--- config.mk ---
export PLATFORM = sky130hd
export DESIGN_NAME = cordic_result_serializer
export DESIGN_NICKNAME = d
export VERILOG_FILES = /design/src/rtl/cordic_result_serializer.sv
export SDC_FILE = /design/constraint.sdc
export NUM_CORES = 1
export LEC_CHECK = 0
export ABC_AREA = 1
export CAP_MARGIN = 15
export CORE_MARGIN = 5
export CORE_UTILIZATION = 43
export CTS_CLUSTER_SIZE = 8
export DETAILED_ROUTE_END_ITERATION = 12
export GPL_TIMING_DRIVEN = 0
export PLACE_DENSITY = 0.78
export SLEW_MARGIN = 5
export SYNTH_ARGS = -nofsm -noshare
export SYNTH_HDL_FRONTEND = slang
export SYNTH_SLANG_ARGS = --single-unit
--- constraint.sdc ---
create_clock -name clk -period 3.33 [get_ports clk]
set_input_delay 0.666 -clock clk [delete_from_list [all_inputs] [get_ports clk]]
set_output_delay 0.666 -clock clk [all_outputs]
set_load 0.005 [all_outputs]
--- src/rtl/cordic_result_serializer.sv ---
// Buffers CORDIC {phase, magnitude} results in a small FIFO and streams each one LSB-first as bytes.
// Optional build macro SERIALIZER_CHECKSUM_EN appends an XOR checksum byte to every frame.
module cordic_result_serializer #(
    parameter int MAG_W   = 16,
    parameter int PHASE_W = 32,
    parameter int DEPTH   = 2
) (
    input  logic               clk,
    input  logic               rst_n,
    input  logic               ena,
    input  logic               res_valid,
    output logic               res_ready,
    input  logic [MAG_W-1:0]   res_mag,
    input  logic [PHASE_W-1:0] res_phase,
    output logic               out_valid,
    input  logic               out_ready,
    output logic [7:0]         out_data,
    output logic               busy
);
    localparam int EW = MAG_W + PHASE_W;
    localparam int NB = EW / 8;
`ifdef SERIALIZER_CHECKSUM_EN
    localparam int FL = NB + 1;
`else
    localparam int FL = NB;
`endif
    localparam int PW = $clog2(DEPTH);
    localparam int CW = $clog2(DEPTH + 1);
    localparam int IW = $clog2(FL);

    logic [EW-1:0] fifo [DEPTH];
    logic [PW-1:0] wr_ptr;
    logic [PW-1:0] rd_ptr;
    logic [CW-1:0] count;
    logic [IW-1:0] idx;
    logic          push;
    logic          xfer;
    logic          pop;
    logic [EW-1:0] head;
    logic [7:0]    byte_sel;
`ifdef SERIALIZER_CHECKSUM_EN
    logic [7:0]    csum;
`endif

    assign res_ready = ena & (count != CW'(DEPTH));
    assign out_valid = ena & (count != '0);
    assign busy      = (count != '0);
    assign push      = res_valid & res_ready;
    assign xfer      = out_valid & out_ready;
    assign pop       = xfer & (idx == IW'(FL - 1));

    // Storage is deliberately not reset; count gates every read of it.
    always_ff @(posedge clk) begin
        if (push) begin
            fifo[wr_ptr] <= {res_phase, res_mag};
        end
    end

    always_ff @(posedge clk or negedge rst_n) begin
        if (!rst_n) begin
            wr_ptr <= '0;
            rd_ptr <= '0;
            count  <= '0;
            idx    <= '0;
        end else begin
            if (push) begin
                wr_ptr <= wr_ptr + PW'(1);
            end
            if (xfer) begin
                if (pop) begin
                    idx    <= '0;
                    rd_ptr <= rd_ptr + PW'(1);
                end else begin
                    idx <= idx + IW'(1);
                end
            end
            case ({push, pop})
                2'b10:   count <= count + CW'(1);
                2'b01:   count <= count - CW'(1);
                default: count <= count;
            endcase
        end
    end

    always_comb begin
        head     = fifo[rd_ptr];
        byte_sel = '0;
        for (int unsigned i = 0; i < NB; i++) begin
            if (idx == IW'(i)) begin
                byte_sel = head[i*8 +: 8];
            end
        end
`ifdef SERIALIZER_CHECKSUM_EN
        csum = '0;
        for (int unsigned i = 0; i < NB; i++) begin
            csum = csum ^ head[i*8 +: 8];
        end
        if (idx == IW'(NB)) begin
            byte_sel = csum;
        end
`endif
        out_data = (count != '0) ? byte_sel : '0;
    end

endmodule

---- Word-level counts from Yosys, hierarchy flattened ----
Memories as Yosys holds them, arrays and structs flattened.
Index checks and enable logic that the tools add are counted.
W data, S select, Z words.
word-level totals
  register bits after elaboration ......... 7
  bits in writable memories ............... 96
  input bits .............................. 53
  word-level logic and storage cells ...... 38
  memories kept ........................... 1
  output and inout bits ................... 11
cells by class
  reductions and logical operators ........ 4
  muxes and demuxes ....................... 11
  add/sub/neg operators ................... 5
  bitwise gates (word level) .............. 5
  equal/unequal tests ..................... 8
memory list
  memory  depth  bits a word  read ports  clocked after memory_dff  write ports  RTL line  source
  fifo    2      48           1           0                         1            31        logic [EW-1:0] fifo [DEPTH];
operator list
  operator               number
  $mux W8                7
  $eq A3 B2 Y1 const B   2
  $eq A3 B3 Y1 const B   2
  $and A1 B1 Y1          5
  $pmux W2 S2            1
  $reduce_bool A2 Y1     2
  $add A3 B1 Y3 const B  1
  $eq A3 B1 Y1 const B   1
  $logic_not A3 Y1       1
  $mux W3                1
  $add A1 B1 Y1 const B  2
  $add A2 B1 Y2 const B  1
  $eq A2 B1 Y1 const B   1
  $eq A2 B2 Y1 const B   1
  $mux W1                2
  $ne A2 B2 Y1 const B   1
  $reduce_and A2 Y1      1
  $sub A2 B1 Y2 const B  1

---- Logic depth before layout (Yosys ltp) ----
  word-level depth ........................ 8
  gate-level depth with buffers ........... 11
  mapped depth without buffers ............ 11

---- Worst setup path before layout ----
Ideal clock, no wire load.
  path kind ............................... input -> register
  from .................................... in ena
  to ...................................... mem fifo[0][0] in the netlist's numbering (enable)
  data arrival time ....................... 3,062 ps
  library setup time ...................... 454 ps
  required time ........................... 2,876 ps
  setup slack ............................. -186 ps
  path buffers ............................ 0
  stages on the path ...................... 4
  cell sequence ........................... inv_1 -> a21oi_1 -> nand2_1 -> nor2_1
between the ends
  longest elaborated chain between the ends .. 4
ends and longest elaborated chain
  element                        RTL line  source
  start, declared                10        input logic ena,
  $and A1 B1 Y1                  45        assign res_ready = ena & (count != CW'(DEPTH));
  via res_ready                  12        output logic res_ready,
  $and A1 B1 Y1                  48        assign push = res_valid & res_ready;
  $mux W1                        54        if (push) begin
  $mux W1 (not written as such)  55        fifo[wr_ptr] <= {res_phase, res_mag};
  end, declared                  31
The timed path passes the listed nets, and every way through them passes these cells.

---- Worst setup path in the final report ----
  from .................................... reg idx[1]
  to ...................................... out out_data[0]
between the ends
  longest elaborated chain between the ends .. 8
  elaborated cells on any way between the ends .. 13
  classes of those cells .................. 5 x eq/ne; 7 x mux; 1 x reduce/logical
ends and longest elaborated chain
  element                 RTL line  source
  start, declared         35        logic [IW-1:0] idx;
  start signal, assigned  74        idx <= idx + IW'(1);
  $logic_not A3 Y1        89        if (idx == IW'(i)) begin
  $mux W8 (5 in series)   89
  $mux W8 *               89
  $mux W8 *               102       out_data = (count != '0) ? byte_sel : '0;
  end, declared           17        output logic [7:0] out_data,
Every way passes the cells marked *; elsewhere a longest branch is shown, timed or not.

==> flow_summary.yaml <==
status:
  outcome: "finished, final reports clean"
worst_setup_path:
  critPathBufInv: 3
  critPathMostFrequentCell: "nand2_1"
  worst_setup_path_end_kind: "primary output"
  critPathSlowestCell: "clkdlybuf4s50_1"
  critPathTopFamily: "simple AND/OR/NAND/NOR gates"
  critPathMaxFanout: 5
  regToRegSetupSlack_ns: 1.27
  r2r-end: "fifo[1][26]$_DFFE_PP_"
  critical_path.cell_chain: "inv_1 > ha_1 > inv_2 > nor2_2 > nand3_1 > nand3_1 > nand2_1 > nand2_1 > nand2_1 > a21oi_2 > clkdlybuf4s50_1"
  path_class: "reg2out"
  start_kind: "flop"
  rr_worst_depth: 5
  cp_slowest_stage_delay_ns: 0.51
  arrival_ns: 2.52
  worstPathRequired_ns: 2.66
  rr_startpoint: "count[0]$_DFFE_PN0P_"
global_route:
  grt-ovfl-total: 0
  grt_pass1_vias: 3001
  grt_antenna_before_repair: 0
  track_usage_pct: 15.2
  grt_pass1_wl_mm: 14.8
  grt_max_degree: 26
hold_path:
  whs_path_depth: 1
  hold_path_class: "reg2reg"
  min_to: "count[1]$_DFFE_PN0P_"
  holdCritStartpoint: "count[1]$_DFFE_PN0P_"
timing:
  min_period_ns: 3.18
  hold_viol: 0
  slew_violations: 0
  relSlewSlack_pct: 49.1
  skew_ns: 0.0112
  fin_setup_tns_ns: 0
  fmax_ghz: 0.314
  tightest_slew_ns: 0.762
  finalSetupViolCount: 0
  rsz0062_at_grt: "true"
  layout_setup_ws_ns: 0.146
  layout_worst_path_cycle_share_pct: 95.6
route:
  drc: 0
  postRouteAntennaNets: 0
  num_vias: 2965
  drtIter0Drc: 213
  via_per_inst: 4.96
  wire_per_inst_um: 15.2
  firstDrtPassIters: 5
  drt_wl_total_mm: 9.11
clocking:
  clockBufferDepth: 2
  root_buffer: "clkbuf_8"
  holdBufCountCts: 0
  tritoncts: "built"
  cts_max_level: 3
  clk_pin_slew_ns: 0.09
  cts_buffers: 9
  insertion_delay_ns: 0.36
  clock-sinks: 103
final_layout:
  final_nets: 516
  diodes: 0
  mostFrequentLayoutCell: "nand2_1"
  final_cell_mix: "112 x nand2_1, 96 x edfxtp_1, 63 x clkdlybuf4s50_1, 33 x inv_1, 25 x nand3_1"
  drive_above_1_share_pct: 11.5
  final_cell_area_um2: 5440
  syn_to_final_growth_pct: 23.7
floorplanning:
  pin_count: 64
  coreArea_um2: 10100
  initial_utilization_pct: 43.4
  dieHeight_um: 111
  dieArea_um2: 12300
  fp.dieW_um: 111
  rows: 37
power_and_ir_drop:
  leakage_nw: 2.08
  p_per_area_nw_per_um2: 769
  ir_worst_vdd_uv: 299
place:
  gp_congestion: 0.774
  port_buffers: 63
  dpl_cell_area_um2: 5250
  pre_cts_ws_ns: 0.415
  dp_hpwl_mm: 6.43
synth:
  syn_inst: 381
  ys_ff_latch: 103
  syn-num-nets: 440
  postSynthAreaPerCell_um2: 11.5
  syn-cell-area_um2: 4400
  yosysSeqAreaShare_pct: 69.6
  yosys_warnings: 0
  yosysUniqueCellTypes: 27
flow_run:
  maxCapViolations: 0
-- sequential cells by signal (all words and copies together), names as in the netlist --
signal	count
rd_ptr	1
count	2
fifo	96
idx	3
wr_ptr	1
-- cell type report --
cell class / count / area (µm²)
multi-input cells: 226 / 1150
plain buffers: 13 / 78.8
clock buffers: 12 / 135
flip-flops and latches: 103 / 3060
clock inverters: 4 / 30.0
repair buffers: 65 / 671
inverters: 39 / 150
well taps: 136 / 170
fillers: 840 / 4700
-- Yosys cell counts --
cell / n / area (µm²)
a21oi_2: 8 / 70.1
a31oi_1: 8 / 50.1
clkinv_1: 2 / 7.51
inv_2: 3 / 11.3
o21a_1: 8 / 60.1
edfxtp_1: 96 / 2880
nor2_1: 24 / 90.1
ha_1: 6 / 75.1
a22oi_1: 1 / 7.51
o31ai_1: 8 / 60.1
inv_1: 34 / 128
o21ai_0: 6 / 30.0
buf_4: 2 / 15.0
a21oi_1: 3 / 15.0
nand3_1: 25 / 125
xnor2_1: 2 / 17.5
nand2_2: 2 / 12.5
xor2_1: 2 / 17.5
nor2_2: 4 / 25.0
buf_6: 1 / 11.3
dfrtp_1: 7 / 175
o21ai_1: 4 / 20.0
buf_2: 10 / 50.1
nand2_1: 112 / 420
nor3_1: 1 / 5.00
nor2_4: 1 / 11.3
clkbuf_1: 1 / 3.75
-- per-layer routing --
| metal | wire length (µm) | GRT usage [%] |
|---|---|---|
| met3 | 489 | 3.17 |
| met4 | 225 | 6.81 |
| met2 | 4470 | 25.6 |
| met5 | 0 | 0 |
| met1 | 3920 | 18.8 |
-- how the worst max path moves through the flow --
| stage | to | start | cells past startpoint | slack [ns] |
|---|---|---|---|---|
| after floorplan | fifo[0][0]$_DFFE_PP_ | ena | 4 | -0.19 |
| after global placement | fifo[0][27]$_DFFE_PP_ | ena | 5 | -1.68 |
| after detailed placement | out_data[4] | idx[0]$_DFFE_PN0N_ | 10 | 0.41 |
| after CTS | out_data[4] | idx[0]$_DFFE_PN0N_ | 10 | 0.02 |
| after global routing | out_data[5] | idx[1]$_DFFE_PN0N_ | 12 | 0.003 |
| final | out_data[0] | idx[1]$_DFFE_PN0N_ | 11 | 0.15 |
-- logic make-up (layout without fill, tap and decap cells) --
family | Yosys count | in the layout | share of synthesized area, %
compound gates | 46 | 46 | 7.11
xor+xnor | 4 | 4 | 0.797
fa+ha+maj | 6 | 6 | 1.71
buf+inv | 53 | 133 | 5.15
flops | 103 | 103 | 69.6
simple gates | 169 | 170 | 15.7
-- power breakdown --
group          total [mW]  switching, mW  internal, mW
clock               0.685          0.409         0.276
combinational        1.79           1.06         0.736
sequential           1.71         0.0826          1.62
total                4.18           1.55          2.64
-- through the flow --
stage / total power, mW / util [%] / hold slack, ns / cells
2_1_floorplan: 2.79 / - / 0.370 / 381
3_3_place_gp: 3.43 / 51.3 / 0.484 / 580
3_5_place_dp: 3.49 / 51.8 / 0.507 / 582
4_1_cts: 4.17 / 53.5 / 0.520 / 598
5_1_grt: 4.47 / 53.7 / 0.539 / 598
6_report: 4.18 / 53.7 / 0.519 / 598
-- what timing repair did --
item / 4_1_cts / 5_1_grt
gates cloned: 0 / 1
setup endpoints to repair: 3 / 8
buffers inserted: 0 / 0
resized for setup: 1 / 6
pin swaps: 0 / 1
(Power assumes the default switching activity.)
